**src/rtl/pipe_pkg.sv**
```systemverilog
// Shared pipeline definitions: occupancy encoding and control-bit layout.
package pipe_pkg;

  // How many of the two stage slots currently hold a live instruction.
  typedef enum logic [1:0] {
    EMPTY = 2'd0,
    ONE   = 2'd1,
    TWO   = 2'd2
  } occ_e;

  // Bit positions inside the control vector carried down the pipe.
  localparam int CTRL_DM_WE    = 0;
  localparam int CTRL_RF_D_SEL = 1;
  localparam int CTRL_NEXT_PC  = 2;

  // Write-enable bits that must never leave the stage on a bubble.
  localparam logic [3:0] DEFAULT_WE_MASK = 4'(1 << CTRL_DM_WE);

endpackage

```
**src/rtl/sat_counter.sv**
```systemverilog
// Up-counter that sticks at all-ones instead of wrapping.
module sat_counter #(
  parameter int W = 16
) (
  input  logic         clk,
  input  logic         rst,
  input  logic         inc,
  output logic [W-1:0] count
);

  // Count increment requests; hold once every bit is set.
  always_ff @(posedge clk) begin
    if (rst) begin
      count <= '0;
    end else if (inc && (count != '1)) begin
      count <= count + W'(1);
    end
  end

endmodule

```
**src/rtl/ex_mem_skid_stage.sv**
```systemverilog
// EX->MEM pipeline register with a two-entry skid buffer, flush and a
// saturating stall counter.
//
// Handshake: a transfer happens on an input (or output) side exactly on a
// rising edge where the corresponding valid and ready are both high; valid
// and payload, once raised, are held until that transfer. in_ready depends
// only on registers and rst, never on out_ready.
module ex_mem_skid_stage
  import pipe_pkg::*;
#(
  parameter int                DATA_W      = 32,
  parameter int                ADDR_W      = 16,
  parameter int                CTRL_W      = 4,
  parameter logic [CTRL_W-1:0] WE_MASK     = CTRL_W'(DEFAULT_WE_MASK),
  parameter int                STALL_CNT_W = 16
) (
  input  logic                   clk,
  input  logic                   rst,
  input  logic                   in_valid,
  output logic                   in_ready,
  input  logic [CTRL_W-1:0]      in_ctrl,
  input  logic [DATA_W-1:0]      in_alu_res,
  input  logic [DATA_W-1:0]      in_store_data,
  input  logic [ADDR_W-1:0]      in_dm_addr,
  input  logic                   flush,
  output logic                   out_valid,
  input  logic                   out_ready,
  output logic [CTRL_W-1:0]      out_ctrl,
  output logic [DATA_W-1:0]      out_alu_res,
  output logic [DATA_W-1:0]      out_store_data,
  output logic [ADDR_W-1:0]      out_dm_addr,
  output logic [STALL_CNT_W-1:0] stall_cnt
);

  typedef struct packed {
    logic [CTRL_W-1:0] ctrl;
    logic [DATA_W-1:0] alu_res;
    logic [DATA_W-1:0] store_data;
    logic [ADDR_W-1:0] dm_addr;
  } payload_t;

  // Occupancy state; kept as a named signal so checkers can bind to it.
  occ_e     state;
  payload_t main_q;
  payload_t skid_q;
  payload_t in_pl;
  logic     main_valid;
  logic     skid_valid;
  logic     accept;
  logic     drain;

  assign in_pl      = '{ctrl: in_ctrl, alu_res: in_alu_res,
                        store_data: in_store_data, dm_addr: in_dm_addr};
  assign main_valid = (state != EMPTY);
  assign skid_valid = (state == TWO);
  assign in_ready   = !skid_valid && !rst;
  assign out_valid  = main_valid;
  assign accept     = in_valid && in_ready;
  assign drain      = out_valid && out_ready;

  // Occupancy FSM and slot payloads; flush only clears occupancy, the
  // payload registers keep whatever they last held.
  always_ff @(posedge clk) begin
    if (rst) begin
      state  <= EMPTY;
      main_q <= '0;
      skid_q <= '0;
    end else if (flush) begin
      state <= EMPTY;
    end else begin
      case (state)
        EMPTY: begin
          if (accept) begin
            main_q <= in_pl;
            state  <= ONE;
          end
        end
        ONE: begin
          if (accept && drain) begin
            main_q <= in_pl;
          end else if (accept) begin
            skid_q <= in_pl;
            state  <= TWO;
          end else if (drain) begin
            state <= EMPTY;
          end
        end
        TWO: begin
          // in_ready is low here, so only a drain can move things.
          if (drain) begin
            main_q <= skid_q;
            state  <= ONE;
          end
        end
        default: state <= EMPTY;
      endcase
    end
  end

  // Write enables are suppressed on a bubble so stale control cannot fire.
  assign out_ctrl       = main_q.ctrl & ~(WE_MASK & {CTRL_W{!out_valid}});
  assign out_alu_res    = main_q.alu_res;
  assign out_store_data = main_q.store_data;
  assign out_dm_addr    = main_q.dm_addr;

  sat_counter #(
    .W (STALL_CNT_W)
  ) u_stall_cnt (
    .clk   (clk),
    .rst   (rst),
    .inc   (out_valid && !out_ready),
    .count (stall_cnt)
  );

endmodule

```
**config.mk**
```make
export PLATFORM = sky130hd
export DESIGN_NAME = ex_mem_skid_stage
export DESIGN_NICKNAME = d
export VERILOG_FILES = /design/src/rtl/pipe_pkg.sv /design/src/rtl/sat_counter.sv /design/src/rtl/ex_mem_skid_stage.sv
export SDC_FILE = /design/constraint.sdc
export NUM_CORES = 1
export LEC_CHECK = 0
export CAP_MARGIN = 5
export CORE_ASPECT_RATIO = 1.4
export CORE_UTILIZATION = 50
export DETAILED_ROUTE_END_ITERATION = 6
export PLACE_DENSITY = 0.78
export SYNTH_ARGS = -nofsm -noshare
export SYNTH_HDL_FRONTEND = slang
export SYNTH_SLANG_ARGS = --single-unit
```
**constraint.sdc**
```tcl
create_clock -name clk -period 3.1 [get_ports clk]
set_input_delay 0.93 -clock clk [delete_from_list [all_inputs] [get_ports clk]]
set_output_delay 0.93 -clock clk [all_outputs]
set_load 0.05 [all_outputs]
```
==> metrics.md <==
| Metric | Value |
|---|---|
| Status | finished, violations left |
| Failing checks | design-rule violations |
| WP data required | 2.17 ns |
| Tightest Pin Transition | 0.936 ns |
| Cell accounting for the most synthesized area | dfxtp_1 |
| Gate Count Post-Synth | 956 |
| Largest net degree at the start of global routing | 85 |
| Area occupied by multi-input gates | 3660 um2 |
| Vias per cell | 5.72 |
| CTS root buf | clkbuf_16 |
| Final setup fails | 0 |
| Count leader, synth | dfxtp_1 |
| Fin. Hold Viols | 0 |
| Filler cells | 1331 |
| Starting density of the core | 0.514 |
| Library cells used by synthesis | 40 |
| Drt total wl | 20000 um |
| Pleak | 3.93 nW |
| Postcts setup bufs | 0 |
| First-pass GRT wire length | 32100 um |
| Syn. warnings | 0 |
| Reg area | 3720 um2 |
| Ports | 191 |
| Syn_area_per_cell | 8.73 um2 |
| Final nets | 1103 |
| Startpoint Class | flop |
| Yosys reg bits | 186 |
| Critical path type | flop to output pin |
| Max-Cap Viols | 0 |
| CTS tree | done |
| DRC Markers | 26 |
| Sequential cell area fraction in the yosys report | 0.446 |
| Post-synth ARST share | 0 |
| Placed cells | 1193 |
| Initial antenna violation count | 0 |
| Layout Cells excl Fill | 1225 |
| Syn Nets | 1046 |
| Routability cong. | 0.839 |
| CP arrival | 1.99 ns |
| Worst hold path type | flop to flop |
| Slew Viols, Final | 0 |
| Max clock buf depth | 2 |
| Drt initial violations | 573 |
| # rows | 55 |
| Peak supply drop | 0.000418 V |
| Die Height | 155 um |
| Final setup TNS | 0 ns |
| DR WL/cell | 16.3 um |
| Fin Clk Skew | 0.0106 ns |
| Post-DP Area | 9800 um2 |
| Die area | 17200 um2 |
| I/O Buffers | 190 |
| Core area | 16200 um2 |
| Post-synth top area share | 0.446 |
| H-tree depth | 4 |
| Mapped cell area | 8350 um2 |
| Ranking of synthesized cells by area | dfxtp_1, a21oi_1, mux2i_1, a311oi_1, nand2_1 |
| Layout cell share with drive strength beyond 1 | 0.0634 |
| Minimum clock period | 2.92 ns |
| Die W | 111 um |
| DRT Pass-1 Iters | 7 |
| Antenna-violating nets left | 0 |
| RSZ-0062 raised after global routing | false |
| Antenna cells | 0 |
| Vias | 7011 |
| Achievable Freq | 342 MHz |
| DP HPWL | 12200 um |
| Post-route cell area | 10400 um2 |
| Area Overhead vs Synth | 25.0% |
| Cts bufs inserted | 17 |
| Hold_buf cts | 0 |
| Final Cycle Share | 0.942 |
| Grt ovf | 0 |
| Post-synth top cells | dfxtp_1, a21oi_1, nand2_1, a311oi_1, mux2i_1 |
| Top_reg_cell synth | dfxtp_1 |
| Hold Worst Slack | 0.452 ns |
| Clk sinks | 186 |
| Rel. slew slack | 0.376 |
| Reg clk slew, reported paths | 0.06 ns |
| Post-synth EDFFs | 0 |
| Setup crit end kind | output pin |
| Worst-path maximum fanout | 8 |
| Vias in the first global route | 6440 |
| GRT Total Usage | 0.230 |
| Post_cts resized | 0 |
| Worst-skew pair later-pin latency | 0.43 ns |
| Power Density | 536 nW/um2 |
==> flip-flops by register name (all words and copies together) (netlist names) <==
| name | count |
|---|---|
| out_dm_addr | 16 |
| out_store_data | 32 |
| main_q | 4 |
| u_stall_cnt.count | 16 |
| skid_q | 84 |
| state | 2 |
| out_alu_res | 32 |
==> cell type report <==
cell class | instances | area share
multi-input cells | 595 | 0.351
repair buffers | 209 | 0.205
inverters | 4 | 0.00168
clock inverters | 10 | 0.0156
well taps | 199 | 0.0239
flip-flops and latches | 186 | 0.357
clock buffers | 22 | 0.0455
==> routing by layer <==
layer,GRT usage,vias up,wire [um]
met5,0,-,0
met4,0.0869,0,414
met1,0.279,3302,8450
met3,0.0557,29,1070
met2,0.396,206,10100
li1,-,3474,-
==> critical path: stages (launching register included) <==
cell and delay (ns):
dfxtp_1 0.36, or2_2 0.34, and2_1 0.17, clkdlybuf4s50_1 0.69
==> final timing paths <==
| kind | from | end | slack (ns) | cells after the start |
|---|---|---|---|---|
| max | state[1] | out_ctrl[0] | 0.18 | 3 |
| min | skid_q[12] | skid_q[12] | 0.45 | 2 |
| max reg2reg | state[0] | out_alu_res[4] | 1.00 | 4 |
| min reg2reg | skid_q[12] | skid_q[12] | 0.45 | 2 |
==> logic make-up after synthesis <==
group           after synthesis  synth area share
mux                          85             0.102
buf+inv                     175             0.118
simple gates                221             0.115
flops                       186             0.446
compound gates              288             0.218
fa+ha+maj                     1           0.00150
==> report_power, final <==
| part | internal [mW] | switching, mW |
|---|---|---|
| registers | 2.46 | 0.0369 |
| clock network | 1.42 | 0.919 |
| logic | 0.304 | 0.457 |
==> layout by cell type, fill, tap and decap left out, types with 4 or more instances in the layout <==
| cell | instances |
|---|---|
| or4_1 | 6 |
| nand4_1 | 8 |
| o31ai_1 | 6 |
| or3_1 | 4 |
| dfxtp_1 | 186 |
| a311oi_1 | 84 |
| buf_12 | 8 |
| o21ai_0 | 6 |
| clkdlybuf4s50_1 | 188 |
| buf_4 | 12 |
| bufinv_16 | 4 |
| nand2_1 | 175 |
| a21oi_1 | 180 |
| clkbuf_16 | 17 |
| nand3_1 | 5 |
| mux2i_1 | 84 |
==> stage by stage <==
stage | utilization | total power [mW] | worst slack (ns)
finish | 0.642 | 5.59 | 0.180
global route | 0.642 | 5.78 | 0.0947
CTS | 0.642 | 5.63 | 0.160
detailed placement | 0.603 | 3.31 | 0.117
global placement | 0.603 | 3.30 | 0.150
floorplan | - | 3.07 | 0.207
Power figures use the tool's default switching activity.
